## config.mk

```make
export PLATFORM = sky130hd
export DESIGN_NAME = fetch_sequencer
export DESIGN_NICKNAME = d
export VERILOG_FILES = /design/src/rtl/fetch_pkg.sv /design/src/rtl/fetch_sequencer_pc_next.sv /design/src/rtl/fetch_sequencer.sv
export SDC_FILE = /design/constraint.sdc
export NUM_CORES = 1
export LEC_CHECK = 0
export ABC_CLOCK_PERIOD_IN_PS = 4200
export CORE_MARGIN = 10
export CORE_UTILIZATION = 40
export CTS_CLUSTER_DIAMETER = 120
export DETAILED_ROUTE_END_ITERATION = 10
export GPL_ROUTABILITY_DRIVEN = 0
export PLACE_DENSITY = 0.76
export SLEW_MARGIN = 40
export SYNTH_ARGS = -nofsm -noshare
export SYNTH_HDL_FRONTEND = slang
export SYNTH_SLANG_ARGS = --single-unit
```

## constraint.sdc

```tcl
create_clock -name Clk -period 4.2 [get_ports Clk]
set_input_delay 0.42 -clock Clk [delete_from_list [all_inputs] [get_ports Clk]]
set_output_delay 0.42 -clock Clk [all_outputs]
set_load 0.1 [all_outputs]
```

## src/rtl/fetch_pkg.sv

```systemverilog
// ---------------------------------------------------------------------------
// fetch_pkg
// Shared definitions for the 3BC instruction fetch sequencer. It holds the
// address and cycle-counter widths, the program base addresses inside the
// shared ROM image, the ProgSel encoding, the sequencer state type and a
// helper that maps a ProgSel value to its program base.
// ---------------------------------------------------------------------------
package fetch_pkg;

    localparam int AW = 11;   // instruction address width (2048-entry ROM)
    localparam int CW = 16;   // cycle-counter width

    localparam logic [AW-1:0] PROG1_BASE = 11'd0;
    localparam logic [AW-1:0] PROG2_BASE = 11'd512;
    localparam logic [AW-1:0] PROG3_BASE = 11'd1024;

    // ProgSel encoding; PSEL_NONE never launches a program
    localparam logic [1:0] PSEL_NONE  = 2'd0;
    localparam logic [1:0] PSEL_PROG1 = 2'd1;
    localparam logic [1:0] PSEL_PROG2 = 2'd2;
    localparam logic [1:0] PSEL_PROG3 = 2'd3;

    typedef enum logic [1:0] {
        ST_IDLE = 2'd0,
        ST_LOAD = 2'd1,
        ST_RUN  = 2'd2,
        ST_HALT = 2'd3
    } state_e;

    // Base address of the program picked by sel. PSEL_NONE is filtered out
    // by the caller; it maps to program 1 only to keep the function total.
    function automatic logic [AW-1:0] prog_base(input logic [1:0] sel);
        logic [AW-1:0] base;
        case (sel)
            PSEL_PROG2: base = PROG2_BASE;
            PSEL_PROG3: base = PROG3_BASE;
            default:    base = PROG1_BASE;
        endcase
        return base;
    endfunction

endpackage

```

## src/rtl/fetch_sequencer_pc_next.sv

```systemverilog
// ---------------------------------------------------------------------------
// pc_next
// Combinational next-PC selector for the fetch sequencer.
//   pc          in  AW  current program counter
//   hold        in  1   keep the PC (halt or stall); overrides any branch
//   branch_en   in  1   take a branch this cycle
//   branch_abs  in  1   1 = absolute target, 0 = PC-relative
//   target      in  AW  absolute branch address
//   offset      in  8   signed two's-complement relative offset
//   pc_nxt      out AW  selected next PC
// Priority: hold > branch > sequential. All arithmetic wraps modulo 2^AW.
// ---------------------------------------------------------------------------
module pc_next
    import fetch_pkg::*;
(
    input  logic [AW-1:0] pc,
    input  logic          hold,
    input  logic          branch_en,
    input  logic          branch_abs,
    input  logic [AW-1:0] target,
    input  logic [7:0]    offset,
    output logic [AW-1:0] pc_nxt
);

    localparam logic [AW-1:0] PC_INC = 1;

    logic [AW-1:0] offset_ext;

    // Sign-extend so negative offsets wrap correctly in AW-bit arithmetic
    assign offset_ext = {{(AW-8){offset[7]}}, offset};

    always_comb begin
        pc_nxt = pc + PC_INC;
        if (hold) begin
            pc_nxt = pc;
        end else if (branch_en) begin
            pc_nxt = branch_abs ? target : (pc + offset_ext);
        end
    end

endmodule

```

## src/rtl/fetch_sequencer.sv

```systemverilog
// ---------------------------------------------------------------------------
// fetch_sequencer
// Program-counter controller driving the combinational instruction ROM of
// the 3BC processor. Runs one of three programs from Start until halt.
//   Clk          in   1   clock, rising edge
//   Reset        in   1   asynchronous, active-low reset
//   Start        in   1   launch program chosen by ProgSel (IDLE/HALT only)
//   ProgSel      in   2   1/2/3 select program; 0 is ignored
//   Stall        in   1   hold PC this cycle (branch inputs ignored)
//   BranchEn     in   1   take branch this cycle
//   BranchAbs    in   1   1 = absolute target, 0 = PC-relative
//   Target       in   AW  absolute branch address
//   Offset       in   8   signed relative offset
//   HaltReq      in   1   halt instruction at current PC
//   InstAddress  out  AW  ROM address (the PC register itself)
//   InstValid    out  1   InstAddress holds a live instruction (RUN)
//   Busy         out  1   program running (LOAD or RUN)
//   Done         out  1   set on halt, cleared by the next accepted Start
//   CycleCount   out  CW  RUN cycles of the last/current program, saturating
//   DbgState     out  2   current sequencer state, for observation only
// Handshake: there is no backpressure. Start is sampled on a rising edge and
// accepted only in IDLE or HALT with ProgSel != 0; accepted at edge N, the
// first InstValid cycle is N+2 (one LOAD settle cycle in between).
// ---------------------------------------------------------------------------
module fetch_sequencer
    import fetch_pkg::*;
(
    input  logic          Clk,
    input  logic          Reset,
    input  logic          Start,
    input  logic [1:0]    ProgSel,
    input  logic          Stall,
    input  logic          BranchEn,
    input  logic          BranchAbs,
    input  logic [AW-1:0] Target,
    input  logic [7:0]    Offset,
    input  logic          HaltReq,
    output logic [AW-1:0] InstAddress,
    output logic          InstValid,
    output logic          Busy,
    output logic          Done,
    output logic [CW-1:0] CycleCount,
    output logic [1:0]    DbgState
);

    localparam logic [CW-1:0] CNT_MAX = '1;
    localparam logic [CW-1:0] CNT_INC = 1;

    state_e        state_q, state_d;
    logic [AW-1:0] pc_q, pc_d;
    logic          inst_valid_q, inst_valid_d;
    logic          busy_q, busy_d;
    logic          done_q, done_d;
    logic [CW-1:0] cycle_count_q, cycle_count_d;
    logic [AW-1:0] pc_run_nxt;

    // In RUN a halt also freezes the PC, so halt and stall share the hold path
    pc_next u_pc_next (
        .pc         (pc_q),
        .hold       (HaltReq | Stall),
        .branch_en  (BranchEn),
        .branch_abs (BranchAbs),
        .target     (Target),
        .offset     (Offset),
        .pc_nxt     (pc_run_nxt)
    );

    always_comb begin
        state_d       = state_q;
        pc_d          = pc_q;
        done_d        = done_q;
        cycle_count_d = cycle_count_q;

        case (state_q)
            ST_IDLE, ST_HALT: begin
                if (Start && (ProgSel != PSEL_NONE)) begin
                    state_d       = ST_LOAD;
                    pc_d          = prog_base(ProgSel);
                    done_d        = 1'b0;
                    cycle_count_d = '0;
                end
            end
            ST_LOAD: begin
                state_d = ST_RUN;
            end
            ST_RUN: begin
                // The halt cycle itself is counted
                if (cycle_count_q != CNT_MAX) begin
                    cycle_count_d = cycle_count_q + CNT_INC;
                end
                pc_d = pc_run_nxt;
                if (HaltReq) begin
                    state_d = ST_HALT;
                    done_d  = 1'b1;
                end
            end
            default: begin
                state_d = ST_IDLE;
            end
        endcase

        // Status outputs are registered from the next state so they line up
        // with the state they describe
        busy_d       = (state_d == ST_LOAD) || (state_d == ST_RUN);
        inst_valid_d = (state_d == ST_RUN);
    end

    always_ff @(posedge Clk or negedge Reset) begin
        if (!Reset) begin
            state_q       <= ST_IDLE;
            pc_q          <= '0;
            inst_valid_q  <= 1'b0;
            busy_q        <= 1'b0;
            done_q        <= 1'b0;
            cycle_count_q <= '0;
        end else begin
            state_q       <= state_d;
            pc_q          <= pc_d;
            inst_valid_q  <= inst_valid_d;
            busy_q        <= busy_d;
            done_q        <= done_d;
            cycle_count_q <= cycle_count_d;
        end
    end

    assign InstAddress = pc_q;
    assign InstValid   = inst_valid_q;
    assign Busy        = busy_q;
    assign Done        = done_q;
    assign CycleCount  = cycle_count_q;
    assign DbgState    = state_q;

endmodule

```

==> report_table.html, run 1 <==
<table>
<tr><th>Metric</th><th>Value</th></tr>
<tr><th colspan="2">Logic synthesis</th></tr>
<tr><td>Library cell occupying the most area in the post-synthesis netlist</td><td>sky130_fd_sc_hd__dfrtp_1</td></tr>
<tr><td>Number of enable flip-flop cells after synthesis</td><td>0</td></tr>
<tr><td>Number of instances in the synthesized netlist</td><td>286</td></tr>
<tr><td>Post-synthesis area per instance</td><td>8.41 µm²</td></tr>
<tr><td>Leading cell types by total area after synthesis</td><td>sky130_fd_sc_hd__dfrtp_1 (33%), sky130_fd_sc_hd__ha_1 (7.3%), sky130_fd_sc_hd__o21ai_0 (5.8%), sky130_fd_sc_hd__nor2_1 (5.6%), sky130_fd_sc_hd__nand2_1 (3.9%)</td></tr>
<tr><td>Synth Cell Area</td><td>2410 µm²</td></tr>
<tr><td>Post-synth top area share</td><td>33.3%</td></tr>
<tr><td>Number of flip-flops and latches in the synthesized netlist</td><td>32</td></tr>
<tr><td>Post-Syn Nets</td><td>329</td></tr>
<tr><td>Most frequent cells after synthesis</td><td>sky130_fd_sc_hd__nor2_1 (36), sky130_fd_sc_hd__dfrtp_1 (32), sky130_fd_sc_hd__o21ai_0 (28), sky130_fd_sc_hd__nand2_1 (25), sky130_fd_sc_hd__nand3_1 (15)</td></tr>
<tr><td>Count leader, synth</td><td>sky130_fd_sc_hd__nor2_1</td></tr>
<tr><td>Most used DFF post-synth</td><td>sky130_fd_sc_hd__dfrtp_1</td></tr>
<tr><td>Register area share after synthesis</td><td>33.3%</td></tr>
<tr><td>Number of warnings issued by yosys</td><td>0</td></tr>
<tr><td>Async set-reset flop share out of synthesis</td><td>100%</td></tr>
<tr><td>Post-synthesis cell type count</td><td>58</td></tr>
<tr><th colspan="2">CTS</th></tr>
<tr><td>TritonCTS clock tree</td><td>built</td></tr>
<tr><td>Buffer cell driving the clock tree root</td><td>sky130_fd_sc_hd__clkbuf_8</td></tr>
<tr><td>TritonCTS Sinks</td><td>32</td></tr>
<tr><td>Resized Gates After CTS</td><td>0</td></tr>
<tr><td>Hold_buf cts</td><td>0</td></tr>
<tr><td>Max Buffers Root-to-Sink</td><td>2</td></tr>
<tr><td>Clock insertion delay at the later pin of the skew report</td><td>0.28 ns</td></tr>
<tr><td>TritonCTS Buffers</td><td>5</td></tr>
<tr><td>H-tree depth reported by CTS</td><td>2</td></tr>
<tr><td>Clock slew seen by the registers of the worst setup and hold paths</td><td>0.06 ns</td></tr>
<tr><td>Post-CTS setup buffer count</td><td>0</td></tr>
<tr><th colspan="2">Floorplanning</th></tr>
<tr><td>Standard cell core area</td><td>5890 µm²</td></tr>
<tr><td>Starting utilization of the core area</td><td>40.9%</td></tr>
<tr><td>Core Rows</td><td>28</td></tr>
<tr><td>Floorplan die height</td><td>97.6 µm</td></tr>
<tr><td>Total I/O pin count</td><td>60</td></tr>
<tr><td>Width of the chip</td><td>97.6 µm</td></tr>
<tr><td>Die area</td><td>9520 µm²</td></tr>
<tr><th colspan="2">Timing</th></tr>
<tr><td>Relative max-transition margin</td><td>56.9%</td></tr>
<tr><td>Worst Max-Slew Pin Slew</td><td>0.643 ns</td></tr>
<tr><td>Final count of hold timing violations</td><td>0</td></tr>
<tr><td>Period minus WS final</td><td>2.81 ns</td></tr>
<tr><td>Fraction of the cycle the final worst path needs</td><td>67.0%</td></tr>
<tr><td>Final setup fails</td><td>0</td></tr>
<tr><td>Unrepaired setup endpoints after global routing</td><td>no</td></tr>
<tr><td>Final TNS setup</td><td>0 ns</td></tr>
<tr><td>Slew Limit Fails</td><td>0</td></tr>
<tr><td>Clk_skew</td><td>0.00442 ns</td></tr>
<tr><td>Achievable frequency</td><td>0.355 GHz</td></tr>
<tr><th colspan="2">Setup path</th></tr>
<tr><td>Worst setup path category</td><td>in2reg</td></tr>
<tr><td>CP max FO</td><td>3</td></tr>
<tr><td>Critical Path Source Type</td><td>primary input</td></tr>
<tr><td>Data arrival time of the critical path</td><td>3.00 ns</td></tr>
<tr><td>Required time at the endpoint of the critical path</td><td>4.39 ns</td></tr>
<tr><td>Nature of the critical path endpoint</td><td>flop</td></tr>
<tr><td>Launch point of the worst path</td><td>Offset[0]</td></tr>
<tr><td>Slack of the worst reg-to-reg path</td><td>1.44 ns</td></tr>
<tr><td>Worst flop-to-flop path startpoint</td><td>InstAddress[0]$_DFFE_PN0P_</td></tr>
<tr><th colspan="2">Detailed routing</th></tr>
<tr><td>First-pass detailed-route iteration total</td><td>4</td></tr>
<tr><td>Wire length after detailed routing</td><td>6880 µm</td></tr>
<tr><td>Via density</td><td>5.82</td></tr>
<tr><td>Post-DRT Antenna Nets</td><td>0</td></tr>
<tr><td>Total number of vias</td><td>2,439</td></tr>
<tr><td>Iteration-0 DRC Markers</td><td>135</td></tr>
<tr><td>DRC viols</td><td>0</td></tr>
<tr><td>Wirelength per Cell</td><td>16.4 µm</td></tr>
<tr><th colspan="2">Global route</th></tr>
<tr><td>Number of global-route vias before repair</td><td>2,379</td></tr>
<tr><td>Maximum number of pins on one net before global-route repair</td><td>33</td></tr>
<tr><td>Number of antenna violations at the first check in global routing</td><td>0</td></tr>
<tr><td>Aggregate global routing overflow</td><td>0</td></tr>
<tr><td>Overall Global Routing Usage</td><td>14.1%</td></tr>
<tr><td>Wire length of the first global-routing pass</td><td>11,500 µm</td></tr>
<tr><th colspan="2">Worst hold path</th></tr>
<tr><td>Worst min-delay path class</td><td>in2async</td></tr>
<tr><th colspan="2">Layout</th></tr>
<tr><td>Ratio of cells with drive above 1 in the final layout</td><td>14.8%</td></tr>
<tr><td># diodes</td><td>0</td></tr>
<tr><td>Filler Cells Inserted</td><td>572</td></tr>
<tr><td>Layout Area Growth over Synthesis</td><td>23.9%</td></tr>
<tr><td>Net count of the finished layout</td><td>387</td></tr>
<tr><th colspan="2">Flow run</th></tr>
<tr><td>Max capacitance violation total</td><td>0</td></tr>
<tr><th colspan="2">Power and ir drop</th></tr>
<tr><td>Maximum vdd drop</td><td>0.446 mV</td></tr>
<tr><td>Cell Pwr Density</td><td>689 nW/µm²</td></tr>
<tr><td>Total power draw</td><td>2.05 mW</td></tr>
<tr><td>Standby leakage power</td><td>1.37 nW</td></tr>
<tr><th colspan="2">Placed design</th></tr>
<tr><td>Count of input and output buffers</td><td>59</td></tr>
<tr><td>Post-DP HPWL</td><td>5270 µm</td></tr>
<tr><th colspan="2">Status</th></tr>
<tr><td>Outcome</td><td>finished clean</td></tr>
</table>
==> worst max-delay path, cell delays in order <==
cell                              delay (ns)
sky130_fd_sc_hd__clkdlybuf4s50_1        0.40
sky130_fd_sc_hd__ha_1                   0.24
sky130_fd_sc_hd__fa_1                   0.43
sky130_fd_sc_hd__a211oi_1               0.42
sky130_fd_sc_hd__nor3b_1                0.15
sky130_fd_sc_hd__a2111oi_0              0.55
sky130_fd_sc_hd__o41a_1                 0.19
sky130_fd_sc_hd__o21ai_0                0.10
sky130_fd_sc_hd__o2111ai_1              0.09
==> where the power goes <==
group          leakage (nW)  total (mW)  internal, mW  switching (mW)
clock                0.0410       0.222         0.112           0.109
combinational         0.897        1.33         0.330            1.00
sequential            0.427       0.500         0.389           0.110
total                  1.37        2.05         0.832            1.22
==> layout make-up <==
class                           instances  area (µm²)  area share [%]
Multi-Input combinational cell        236        1530            51.4
Sequential cell                        32         801            26.9
Timing Repair Buffer                   61         445            14.9
Tap cell                               75        93.8            3.15
Clock buffer                            6        72.6            2.43
Inverter                                8        30.0            1.01
Clock inverter                          1        5.00           0.168
==> per-layer routing <==
layer	wire, µm	vias up	global-route usage (%)
met5	0	-	0
met4	56	0	3.36
met3	487	6	3.98
met2	3160	90	21.9
met1	3180	1161	18.7
li1	-	1182	-
==> path summary, 6_finish.rpt <==
check	cells after the start	endpoint
hold reg to reg	1	CycleCount[0]$_DFFE_PN0P_
setup reg to reg	8	InstAddress[10]$_DFFE_PN0P_
setup / recovery	9	InstAddress[10]$_DFFE_PN0P_
min in group Clk	1	CycleCount[0]$_DFFE_PN0P_
hold / removal	2	CycleCount[6]$_DFFE_PN0P_
max in group asynchronous	2	InstValid$_DFF_PN0_
==> cells by family (layout without fill, tap and decap cells) <==
kind of cell | Yosys count | after routing | synth area share [%]
AOI/OAI and AO/OA | 79 | 79 | 22.3
adders and majority gates | 15 | 15 | 8.11
DFF | 32 | 32 | 33.3
muxes | 6 | 6 | 2.60
and+or+nand+nor | 122 | 122 | 25.5
buffers and inverters | 18 | 76 | 3.07
xor gates and xnor gates | 14 | 14 | 5.10
==> layout by cell type, fill, tap and decap left out, types with 3 or more instances in the layout <==
cell type and n:
sky130_fd_sc_hd__inv_1 8, sky130_fd_sc_hd__nand3_1 15, sky130_fd_sc_hd__nor3b_1 5, sky130_fd_sc_hd__nor3_1 8, sky130_fd_sc_hd__mux2i_1 4, sky130_fd_sc_hd__xnor2_1 4, sky130_fd_sc_hd__xor2_1 10, sky130_fd_sc_hd__a211oi_1 6
sky130_fd_sc_hd__nand2b_1 5, sky130_fd_sc_hd__nor2_1 36, sky130_fd_sc_hd__o21ai_0 28, sky130_fd_sc_hd__nand4_1 10, sky130_fd_sc_hd__dfrtp_1 32, sky130_fd_sc_hd__buf_2 32, sky130_fd_sc_hd__clkdlybuf4s50_1 27, sky130_fd_sc_hd__nand2_1 25
sky130_fd_sc_hd__and3_1 3, sky130_fd_sc_hd__clkbuf_8 5, sky130_fd_sc_hd__o31ai_1 4, sky130_fd_sc_hd__a21oi_1 12, sky130_fd_sc_hd__ha_1 14
==> flip-flops by register name, indices dropped and copies added, names as in the netlist <==
signal and cells:
InstValid 1, CycleCount 16, Busy 1, DbgState 2
InstAddress 11, Done 1
==> through the flow <==
step / hold slack [ns] / cells / utilization [%] / setup slack, ns / area, µm²
6_report: 0.540 / 419 / 50.7 / 1.39 / 2980
4_1_cts: 0.548 / 419 / 50.7 / 1.41 / 2980
2_1_floorplan: 0.124 / 286 / - / 1.34 / 2410
3_3_place_gp: 0.518 / 412 / 52.0 / 1.33 / 3060
5_1_grt: 0.571 / 419 / 50.7 / 1.25 / 2980
3_5_place_dp: 0.543 / 412 / 49.3 / 1.12 / 2900
Power figures use the tool's default switching activity.
==> run 2: changes to the inputs <==
--- a/config.mk
+++ b/config.mk
@@ -5,7 +5,7 @@
 export SDC_FILE = /design/constraint.sdc
 export NUM_CORES = 1
 export LEC_CHECK = 0
-export ABC_CLOCK_PERIOD_IN_PS = 4200
+export ABC_CLOCK_PERIOD_IN_PS = 2900
 export CORE_MARGIN = 10
 export CORE_UTILIZATION = 40
 export CTS_CLUSTER_DIAMETER = 120
==> constraint.sdc (replaced) <==
create_clock -name Clk -period 2.9 [get_ports Clk]
set_input_delay 0.29 -clock Clk [delete_from_list [all_inputs] [get_ports Clk]]
set_output_delay 0.29 -clock Clk [all_outputs]
set_load 0.1 [all_outputs]
==> report_table.html, run 2 (synthesis gave the netlist of run 1 again) <==
<table>
<tr><th>Metric</th><th>Value</th></tr>
<tr><th colspan="2">Detailed routing</th></tr>
<tr><td>Wirelength per Cell</td><td>16.5 µm (was 16.4 µm)</td></tr>
<tr><td>Wire length after detailed routing</td><td>6980 µm (was 6880 µm)</td></tr>
<tr><td>Total number of vias</td><td>2,414 (was 2,439)</td></tr>
<tr><td>DRC viols</td><td>0 (unchanged)</td></tr>
<tr><td>Iteration-0 DRC Markers</td><td>110 (was 135)</td></tr>
<tr><td>Via density</td><td>5.69 (was 5.82)</td></tr>
<tr><td>First-pass detailed-route iteration total</td><td>4 (unchanged)</td></tr>
<tr><td>Post-DRT Antenna Nets</td><td>0 (unchanged)</td></tr>
<tr><th colspan="2">Floorplanning</th></tr>
<tr><td>Die area</td><td>9520 µm² (unchanged)</td></tr>
<tr><td>Standard cell core area</td><td>5890 µm² (unchanged)</td></tr>
<tr><td>Starting utilization of the core area</td><td>40.9% (unchanged)</td></tr>
<tr><td>Total I/O pin count</td><td>60 (unchanged)</td></tr>
<tr><td>Width of the chip</td><td>97.6 µm (unchanged)</td></tr>
<tr><td>Core Rows</td><td>28 (unchanged)</td></tr>
<tr><td>Floorplan die height</td><td>97.6 µm (unchanged)</td></tr>
<tr><th colspan="2">Layout</th></tr>
<tr><td>Filler Cells Inserted</td><td>568 (was 572)</td></tr>
<tr><td>Commonest non-fill, non-tap cell in the layout</td><td>sky130_fd_sc_hd__buf_4 (was sky130_fd_sc_hd__nor2_1)</td></tr>
<tr><td>Ratio of cells with drive above 1 in the final layout</td><td>15.5% (was 14.8%)</td></tr>
<tr><td># diodes</td><td>0 (unchanged)</td></tr>
<tr><td>Layout Area Growth over Synthesis</td><td>28.9% (was 23.9%)</td></tr>
<tr><td>Max FFs per register</td><td>16 (unchanged)</td></tr>
<tr><td>Net count of the finished layout</td><td>391 (was 387)</td></tr>
<tr><td>Top library cells by usage in the layout, fill and taps aside</td><td>sky130_fd_sc_hd__buf_4 (38), sky130_fd_sc_hd__nor2_1 (36), sky130_fd_sc_hd__dfrtp_1 (32), sky130_fd_sc_hd__o21ai_0 (28), sky130_fd_sc_hd__clkdlybuf4s50_1 (27) (was sky130_fd_sc_hd__nor2_1 (36), sky130_fd_sc_hd__dfrtp_1 (32), sky130_fd_sc_hd__buf_2 (32), sky130_fd_sc_hd__o21ai_0 (28), sky130_fd_sc_hd__clkdlybuf4s50_1 (27))</td></tr>
<tr><th colspan="2">CTS</th></tr>
<tr><td>Clock slew seen by the registers of the worst setup and hold paths</td><td>0.07 ns (was 0.06 ns)</td></tr>
<tr><td>Hold_buf cts</td><td>0 (unchanged)</td></tr>
<tr><td>Max Buffers Root-to-Sink</td><td>2 (unchanged)</td></tr>
<tr><td>Post-CTS setup buffer count</td><td>0 (unchanged)</td></tr>
<tr><td>TritonCTS clock tree</td><td>built (unchanged)</td></tr>
<tr><td>TritonCTS Sinks</td><td>32 (unchanged)</td></tr>
<tr><td>Buffer cell driving the clock tree root</td><td>sky130_fd_sc_hd__clkbuf_8 (unchanged)</td></tr>
<tr><td>Clock insertion delay at the later pin of the skew report</td><td>0.29 ns (was 0.28 ns)</td></tr>
<tr><td>Resized Gates After CTS</td><td>0 (unchanged)</td></tr>
<tr><td>TritonCTS Buffers</td><td>5 (unchanged)</td></tr>
<tr><td>H-tree depth reported by CTS</td><td>2 (unchanged)</td></tr>
<tr><th colspan="2">Placed design</th></tr>
<tr><td>Post-DP HPWL</td><td>5300 µm (was 5270 µm)</td></tr>
<tr><td>Count of input and output buffers</td><td>59 (unchanged)</td></tr>
<tr><th colspan="2">Power and ir drop</th></tr>
<tr><td>Standby leakage power</td><td>1.39 nW (was 1.37 nW)</td></tr>
<tr><td>Fraction of power consumed by sequential logic</td><td>23.2% (was 24.3%)</td></tr>
<tr><td>Cell Pwr Density</td><td>997 nW/µm² (was 689 nW/µm²)</td></tr>
<tr><td>Total power draw</td><td>3.09 mW (was 2.05 mW)</td></tr>
<tr><td>Combinational fraction of design power</td><td>65.1% (was 64.9%)</td></tr>
<tr><td>Internal power summed over all cells</td><td>1.31 mW (was 832 µW)</td></tr>
<tr><td>Net Sw Frac</td><td>57.6% (was 59.5%)</td></tr>
<tr><td>Maximum vdd drop</td><td>0.839 mV (was 0.446 mV)</td></tr>
<tr><td>Switching power</td><td>1.78 mW (was 1.22 mW)</td></tr>
<tr><td>Share of power burned in the clock network</td><td>11.6% (was 10.8%)</td></tr>
<tr><th colspan="2">Setup path</th></tr>
<tr><td>Nature of the critical path endpoint</td><td>flop (unchanged)</td></tr>
<tr><td>Launch point of the worst path</td><td>Offset[0] (unchanged)</td></tr>
<tr><td>Data arrival time of the critical path</td><td>2.64 ns (was 3.00 ns)</td></tr>
<tr><td>Capture point of the worst reg-to-reg path</td><td>InstAddress[6]$_DFFE_PN0P_ (was InstAddress[10]$_DFFE_PN0P_)</td></tr>
<tr><td>Critical Path Source Type</td><td>primary input (unchanged)</td></tr>
<tr><td>Path depth of the worst reg2reg path</td><td>8 (unchanged)</td></tr>
<tr><td>Worst setup path category</td><td>in2reg (unchanged)</td></tr>
<tr><td>Required time at the endpoint of the critical path</td><td>3.05 ns (was 4.39 ns)</td></tr>
<tr><td>Critical path buffers and inverters</td><td>1 (unchanged)</td></tr>
<tr><td>Delay contributed by the slowest stage of the critical path</td><td>0.43 ns (was 0.55 ns)</td></tr>
<tr><td>Worst flop-to-flop path startpoint</td><td>InstAddress[0]$_DFFE_PN0P_ (unchanged)</td></tr>
<tr><td>CP max FO</td><td>3 (unchanged)</td></tr>
<tr><td>Kind of cell adding the most delay to the critical path</td><td>compound AO/OA/AOI/OAI gates (unchanged)</td></tr>
<tr><td>Slack of the worst reg-to-reg path</td><td>0.44 ns (was 1.44 ns)</td></tr>
<tr><td>Cell with the largest stage delay on the worst path</td><td>sky130_fd_sc_hd__fa_1 (was sky130_fd_sc_hd__a2111oi_0)</td></tr>
<tr><td>Crit-path cells</td><td>clkdlybuf4s50_1 &gt; ha_1 &gt; fa_1 &gt; a211oi_1 &gt; or4b_1 &gt; o41ai_1 &gt; or3_1 &gt; a32oi_1 &gt; o21ai_0 (was clkdlybuf4s50_1 &gt; ha_1 &gt; fa_1 &gt; a211oi_1 &gt; nor3b_1 &gt; a2111oi_0 &gt; o41a_1 &gt; o21ai_0 &gt; o2111ai_1)</td></tr>
<tr><th colspan="2">Global route</th></tr>
<tr><td>GR Util met3</td><td>3.41% (was 3.98%)</td></tr>
<tr><td>Aggregate global routing overflow</td><td>0 (unchanged)</td></tr>
<tr><td>Wire length of the first global-routing pass</td><td>12,000 µm (was 11,500 µm)</td></tr>
<tr><td>Maximum number of pins on one net before global-route repair</td><td>33 (unchanged)</td></tr>
<tr><td>Met1 usage</td><td>19.6% (was 18.7%)</td></tr>
<tr><td>Met2 demand-to-capacity share in global routing</td><td>22.9% (was 21.9%)</td></tr>
<tr><td>Number of global-route vias before repair</td><td>2,386 (was 2,379)</td></tr>
<tr><td>Overall Global Routing Usage</td><td>14.6% (was 14.1%)</td></tr>
<tr><td>GRT busiest layer</td><td>met2 (unchanged)</td></tr>
<tr><td>Number of antenna violations at the first check in global routing</td><td>0 (unchanged)</td></tr>
<tr><th colspan="2">Flow run</th></tr>
<tr><td>Max capacitance violation total</td><td>0 (unchanged)</td></tr>
<tr><th colspan="2">Timing</th></tr>
<tr><td>Fraction of the cycle the final worst path needs</td><td>85.9%</td></tr>
<tr><td>Worst Max-Slew Pin Slew</td><td>0.596 ns (was 0.643 ns)</td></tr>
<tr><td>Final count of hold timing violations</td><td>0 (unchanged)</td></tr>
<tr><td>Final setup fails</td><td>0 (unchanged)</td></tr>
<tr><td>Slew Limit Fails</td><td>0 (unchanged)</td></tr>
<tr><td>Unrepaired setup endpoints after global routing</td><td>no (unchanged)</td></tr>
<tr><td>Achievable frequency</td><td>0.401 GHz</td></tr>
<tr><td>Clk_skew</td><td>0.00195 ns (was 0.00442 ns)</td></tr>
<tr><td>Period minus WS final</td><td>2.49 ns</td></tr>
<tr><td>Final TNS setup</td><td>0 ns (unchanged)</td></tr>
<tr><td>Relative max-transition margin</td><td>60.2% (was 56.9%)</td></tr>
<tr><th colspan="2">Status</th></tr>
<tr><td>Outcome</td><td>finished clean (unchanged)</td></tr>
<tr><th colspan="2">Worst hold path</th></tr>
<tr><td>Worst min-delay path class</td><td>in2async (unchanged)</td></tr>
</table>
[run 2: changes by cell type in the layout (fill, tap and decap cells not counted), sizes merged]
cell / before / now
clkbuf: 6 / 8
clkinv: 1 / 0
buf: 34 / 38
[run 2: area by class of cell]
class | instances | area, µm² | share of cell area [%]
inverters | 8 | 30.0 | 0.968
repair buffers | 65 | 556 | 17.9
flip-flops and latches | 32 | 801 | 25.8
well taps | 75 | 93.8 | 3.03
multi-input cells | 236 | 1530 | 49.4
clock buffers | 8 | 90.1 | 2.90
[run 2: worst max path at each step]
stage                                        to  slack [ns]  depth (start not counted)
floorplan            InstAddress[6]$_DFFE_PN0P_        0.04                          8
global placement     InstAddress[6]$_DFFE_PN0P_        0.16                          9
detailed placement   InstAddress[6]$_DFFE_PN0P_        0.13                          9
CTS                  InstAddress[6]$_DFFE_PN0P_        0.41                          9
global route        InstAddress[10]$_DFFE_PN0P_        0.23                          9
finish               InstAddress[6]$_DFFE_PN0P_        0.41                          9
[run 2: worst reg2reg max path, cell delays in order, from the launching register on]
cell and delay [ns]:
sky130_fd_sc_hd__dfrtp_1 0.39, sky130_fd_sc_hd__ha_1 0.23, sky130_fd_sc_hd__fa_1 0.43, sky130_fd_sc_hd__a211oi_1 0.40, sky130_fd_sc_hd__or4b_1 0.19, sky130_fd_sc_hd__o41ai_1 0.06, sky130_fd_sc_hd__or3_1 0.34, sky130_fd_sc_hd__a32oi_1 0.19
sky130_fd_sc_hd__o21ai_0 0.09
[run 2: layer usage]
| metal | routed length [µm] | vias up | share of wire [%] |
|---|---|---|---|
| met5 | 0 | - | 0 |
| met4 | 65 | 0 | 0.93 |
| met3 | 373 | 9 | 5.3 |
| met2 | 3150 | 82 | 45 |
| met1 | 3390 | 1137 | 49 |
| li1 | - | 1186 | - |
[run 2: stage by stage]
| step | std cells | cell area, µm² | setup WS (ns) | util [%] | hold slack (ns) |
|---|---|---|---|---|---|
| 2_1_floorplan | 286 | 2410 | 0.0378 | - | -0.00559 |
| 3_3_place_gp | 416 | 3010 | 0.159 | 51.2 | 0.522 |
| 3_5_place_dp | 416 | 3010 | 0.126 | 51.2 | 0.527 |
| 4_1_cts | 424 | 3100 | 0.411 | 52.7 | 0.418 |
| 5_1_grt | 424 | 3100 | 0.226 | 52.7 | 0.447 |
| 6_report | 424 | 3100 | 0.408 | 52.7 | 0.402 |
[run 2: power groups by stage]
| stage | sequential, mW | clock [mW] | combinational, mW |
|---|---|---|---|
| finish | 0.719 | 0.359 | 2.01 |
| global route | 0.738 | 0.392 | 2.16 |
| CTS | 0.715 | 0.367 | 2.02 |
| detailed placement | 0.723 | 0 | 2.02 |
| global placement | 0.719 | 0 | 1.99 |
| floorplan | 1.50 | 0 | 0.769 |
==> run 3: changes to the inputs <==
--- a/config.mk
+++ b/config.mk
@@ -6,6 +6,7 @@
 export NUM_CORES = 1
 export LEC_CHECK = 0
 export ABC_CLOCK_PERIOD_IN_PS = 2900
+export CORE_ASPECT_RATIO = 1.75
 export CORE_MARGIN = 10
 export CORE_UTILIZATION = 40
 export CTS_CLUSTER_DIAMETER = 120
==> report_table.html, run 3 (synthesis gave the netlist of run 1 again) <==
<table>
<tr><th>Metric</th><th>Value</th></tr>
<tr><th colspan="2">Status</th></tr>
<tr><td>Outcome</td><td>finished clean (unchanged)</td></tr>
<tr><th colspan="2">Detailed routing</th></tr>
<tr><td>Wirelength per Cell</td><td>16.4 µm (was 16.5 µm)</td></tr>
<tr><td>First-pass detailed-route iteration total</td><td>5 (was 4)</td></tr>
<tr><td>Wire length after detailed routing</td><td>7020 µm (was 6980 µm)</td></tr>
<tr><td>Met3 WL post-DR</td><td>376 µm (was 373 µm)</td></tr>
<tr><td>Post-DRT Antenna Nets</td><td>0 (unchanged)</td></tr>
<tr><td>Via density</td><td>5.65 (was 5.69)</td></tr>
<tr><td>Total routed wire length on the met1 layer</td><td>2880 µm (was 3390 µm)</td></tr>
<tr><td>Iteration-0 DRC Markers</td><td>128 (was 110)</td></tr>
<tr><td>Detailed route wirelength on metal2</td><td>3660 µm (was 3150 µm)</td></tr>
<tr><td>DRC viols</td><td>0 (unchanged)</td></tr>
<tr><td>Max Used Layer</td><td>met4 (unchanged)</td></tr>
<tr><td>Total number of vias</td><td>2,412 (was 2,414)</td></tr>
<tr><th colspan="2">Floorplanning</th></tr>
<tr><td>Floorplan die height</td><td>123 µm (was 97.6 µm)</td></tr>
<tr><td>Die area</td><td>9640 µm² (was 9520 µm²)</td></tr>
<tr><td>Total I/O pin count</td><td>60 (unchanged)</td></tr>
<tr><td>Starting utilization of the core area</td><td>40.9% (about the same)</td></tr>
<tr><td>Core Rows</td><td>37 (was 28)</td></tr>
<tr><td>Standard cell core area</td><td>5880 µm² (was 5890 µm²)</td></tr>
<tr><td>Width of the chip</td><td>78.6 µm (was 97.6 µm)</td></tr>
<tr><th colspan="2">CTS</th></tr>
<tr><td>Hold_buf cts</td><td>0 (unchanged)</td></tr>
<tr><td>Resized Gates After CTS</td><td>0 (unchanged)</td></tr>
<tr><td>H-tree depth reported by CTS</td><td>2 (unchanged)</td></tr>
<tr><td>Post-CTS setup buffer count</td><td>0 (unchanged)</td></tr>
<tr><td>Buffer cell driving the clock tree root</td><td>sky130_fd_sc_hd__clkbuf_8 (unchanged)</td></tr>
<tr><td>Clock slew seen by the registers of the worst setup and hold paths</td><td>0.07 ns (about the same)</td></tr>
<tr><td>Clock insertion delay at the later pin of the skew report</td><td>0.29 ns (about the same)</td></tr>
<tr><td>TritonCTS Buffers</td><td>5 (unchanged)</td></tr>
<tr><td>TritonCTS Sinks</td><td>32 (unchanged)</td></tr>
<tr><td>Max Buffers Root-to-Sink</td><td>2 (unchanged)</td></tr>
<tr><td>TritonCTS clock tree</td><td>built (unchanged)</td></tr>
<tr><th colspan="2">Global route</th></tr>
<tr><td>Number of global-route vias before repair</td><td>2,493 (was 2,386)</td></tr>
<tr><td>Aggregate global routing overflow</td><td>0 (unchanged)</td></tr>
<tr><td>Number of antenna violations at the first check in global routing</td><td>0 (unchanged)</td></tr>
<tr><td>Maximum number of pins on one net before global-route repair</td><td>33 (unchanged)</td></tr>
<tr><td>Wire length of the first global-routing pass</td><td>11,900 µm (was 12,000 µm)</td></tr>
<tr><td>Overall Global Routing Usage</td><td>15.0% (was 14.6%)</td></tr>
<tr><th colspan="2">Timing</th></tr>
<tr><td>Period minus WS final</td><td>2.64 ns (was 2.49 ns)</td></tr>
<tr><td>Relative max-transition margin</td><td>61.8% (was 60.2%)</td></tr>
<tr><td>Slew Limit Fails</td><td>0 (unchanged)</td></tr>
<tr><td>Least setup slack across all paths after layout</td><td>0.258 ns (was 0.408 ns)</td></tr>
<tr><td>Fraction of the cycle the final worst path needs</td><td>91.1% (was 85.9%)</td></tr>
<tr><td>Final count of hold timing violations</td><td>0 (unchanged)</td></tr>
<tr><td>Achievable frequency</td><td>0.379 GHz (was 0.401 GHz)</td></tr>
<tr><td>Final TNS setup</td><td>0 ns (unchanged)</td></tr>
<tr><td>Worst Max-Slew Pin Slew</td><td>0.558 ns (was 0.596 ns)</td></tr>
<tr><td>Unrepaired setup endpoints after global routing</td><td>no (unchanged)</td></tr>
<tr><td>Final setup fails</td><td>0 (unchanged)</td></tr>
<tr><td>Clk_skew</td><td>0.00768 ns (was 0.00195 ns)</td></tr>
<tr><th colspan="2">Power and ir drop</th></tr>
<tr><td>Cell Pwr Density</td><td>991 nW/µm² (was 997 nW/µm²)</td></tr>
<tr><td>Maximum vdd drop</td><td>0.541 mV (was 0.839 mV)</td></tr>
<tr><td>Standby leakage power</td><td>1.40 nW (was 1.39 nW)</td></tr>
<tr><th colspan="2">Layout</th></tr>
<tr><td>Footprint of the multi-input gates</td><td>1530 µm² (unchanged)</td></tr>
<tr><td>Commonest non-fill, non-tap cell in the layout</td><td>sky130_fd_sc_hd__buf_4 (unchanged)</td></tr>
<tr><td>Filler Cells Inserted</td><td>582 (was 568)</td></tr>
<tr><td>Top library cells by usage in the layout, fill and taps aside</td><td>sky130_fd_sc_hd__buf_4 (38), sky130_fd_sc_hd__nor2_1 (36), sky130_fd_sc_hd__dfrtp_1 (32), sky130_fd_sc_hd__o21ai_0 (28), sky130_fd_sc_hd__clkdlybuf4s50_1 (27) (unchanged)</td></tr>
<tr><td>Post-Layout Cell Count</td><td>427 (was 424)</td></tr>
<tr><td>Max FFs per register</td><td>16 (unchanged)</td></tr>
<tr><td>Sequential standard cell area</td><td>801 µm² (unchanged)</td></tr>
<tr><td>Final standard cell utilization of the core</td><td>52.9% (was 52.7%)</td></tr>
<tr><td>Ratio of cells with drive above 1 in the final layout</td><td>16.0% (was 15.5%)</td></tr>
<tr><td>Net count of the finished layout</td><td>391 (unchanged)</td></tr>
<tr><td>Layout Area Growth over Synthesis</td><td>29.2% (was 28.9%)</td></tr>
<tr><td># diodes</td><td>0 (unchanged)</td></tr>
<tr><th colspan="2">Placed design</th></tr>
<tr><td># placed instances</td><td>419 (was 416)</td></tr>
<tr><td>Pre-CTS setup slack</td><td>0.0203 ns (was 0.126 ns)</td></tr>
<tr><td>Post-DP HPWL</td><td>5550 µm (was 5300 µm)</td></tr>
<tr><td>Count of input and output buffers</td><td>59 (unchanged)</td></tr>
<tr><th colspan="2">Worst hold path</th></tr>
<tr><td>Worst min-delay path class</td><td>in2async (unchanged)</td></tr>
<tr><th colspan="2">Setup path</th></tr>
<tr><td>Worst setup path category</td><td>in2reg (unchanged)</td></tr>
<tr><td>CP max FO</td><td>3 (unchanged)</td></tr>
<tr><td>Critical Path Source Type</td><td>primary input (unchanged)</td></tr>
<tr><td>Nature of the critical path endpoint</td><td>flop (unchanged)</td></tr>
<tr><td>Required time at the endpoint of the critical path</td><td>3.09 ns (was 3.05 ns)</td></tr>
<tr><td>Data arrival time of the critical path</td><td>2.83 ns (was 2.64 ns)</td></tr>
<tr><th colspan="2">Flow run</th></tr>
<tr><td>Max capacitance violation total</td><td>0 (unchanged)</td></tr>
</table>
run 3: report_power, final:
part           switching [mW]  internal (mW)  total, mW
clock network           0.165          0.189      0.354
registers               0.154          0.564      0.718
logic                    1.46          0.553       2.01
total                    1.77           1.31       3.08
run 3: layout make-up:
cell class,instances,share of cell area (%)
sequential,32,25.8
clock inverter,2,0.322
timing repair buffer,65,17.9
clock buffer,6,2.66
tap,78,3.14
inverter,8,0.966
multi-input combinational,236,49.3
run 3: per-stage QoR:
stage | total power, mW | instance area, µm² | hold WS (ns)
final | 3.08 | 3110 | 0.398
after global routing | 3.28 | 3110 | 0.457
after CTS | 3.10 | 3110 | 0.404
after detailed placement | 2.74 | 3020 | 0.526
after global placement | 2.72 | 3020 | 0.500
after floorplan | 2.27 | 2410 | -0.00559
run 3: worst paths after layout:
check | start | end | slack (ns) | cells past startpoint
setup / recovery | Offset[0] | InstAddress[10]$_DFFE_PN0P_ | 0.26 | 9
hold reg to reg | CycleCount[0]$_DFFE_PN0P_ | CycleCount[0]$_DFFE_PN0P_ | 0.53 | 1
hold / removal | Reset | CycleCount[10]$_DFFE_PN0P_ | 0.40 | 2
max in group asynchronous | Reset | CycleCount[13]$_DFFE_PN0P_ | 2.19 | 2
min in group Clk | CycleCount[0]$_DFFE_PN0P_ | CycleCount[0]$_DFFE_PN0P_ | 0.53 | 1
setup reg to reg | InstAddress[0]$_DFFE_PN0P_ | InstAddress[10]$_DFFE_PN0P_ | 0.30 | 8
run 3: layer usage:
| layer | global-route usage (%) | up-vias |
|---|---|---|
| li1 | - | 1187 |
| met1 | 16.9 | 1141 |
| met2 | 26.8 | 73 |
| met3 | 3.51 | 11 |
| met4 | 5.07 | 0 |
| met5 | 0 | - |
run 3: critical path, cell delays in order:
cell and delay, ns:
sky130_fd_sc_hd__clkdlybuf4s50_1 0.41, sky130_fd_sc_hd__ha_1 0.24, sky130_fd_sc_hd__fa_1 0.43, sky130_fd_sc_hd__a211oi_1 0.41
sky130_fd_sc_hd__nor3b_1 0.14, sky130_fd_sc_hd__a2111oi_0 0.53, sky130_fd_sc_hd__o41a_1 0.20, sky130_fd_sc_hd__o21ai_0 0.09
sky130_fd_sc_hd__o2111ai_1 0.08
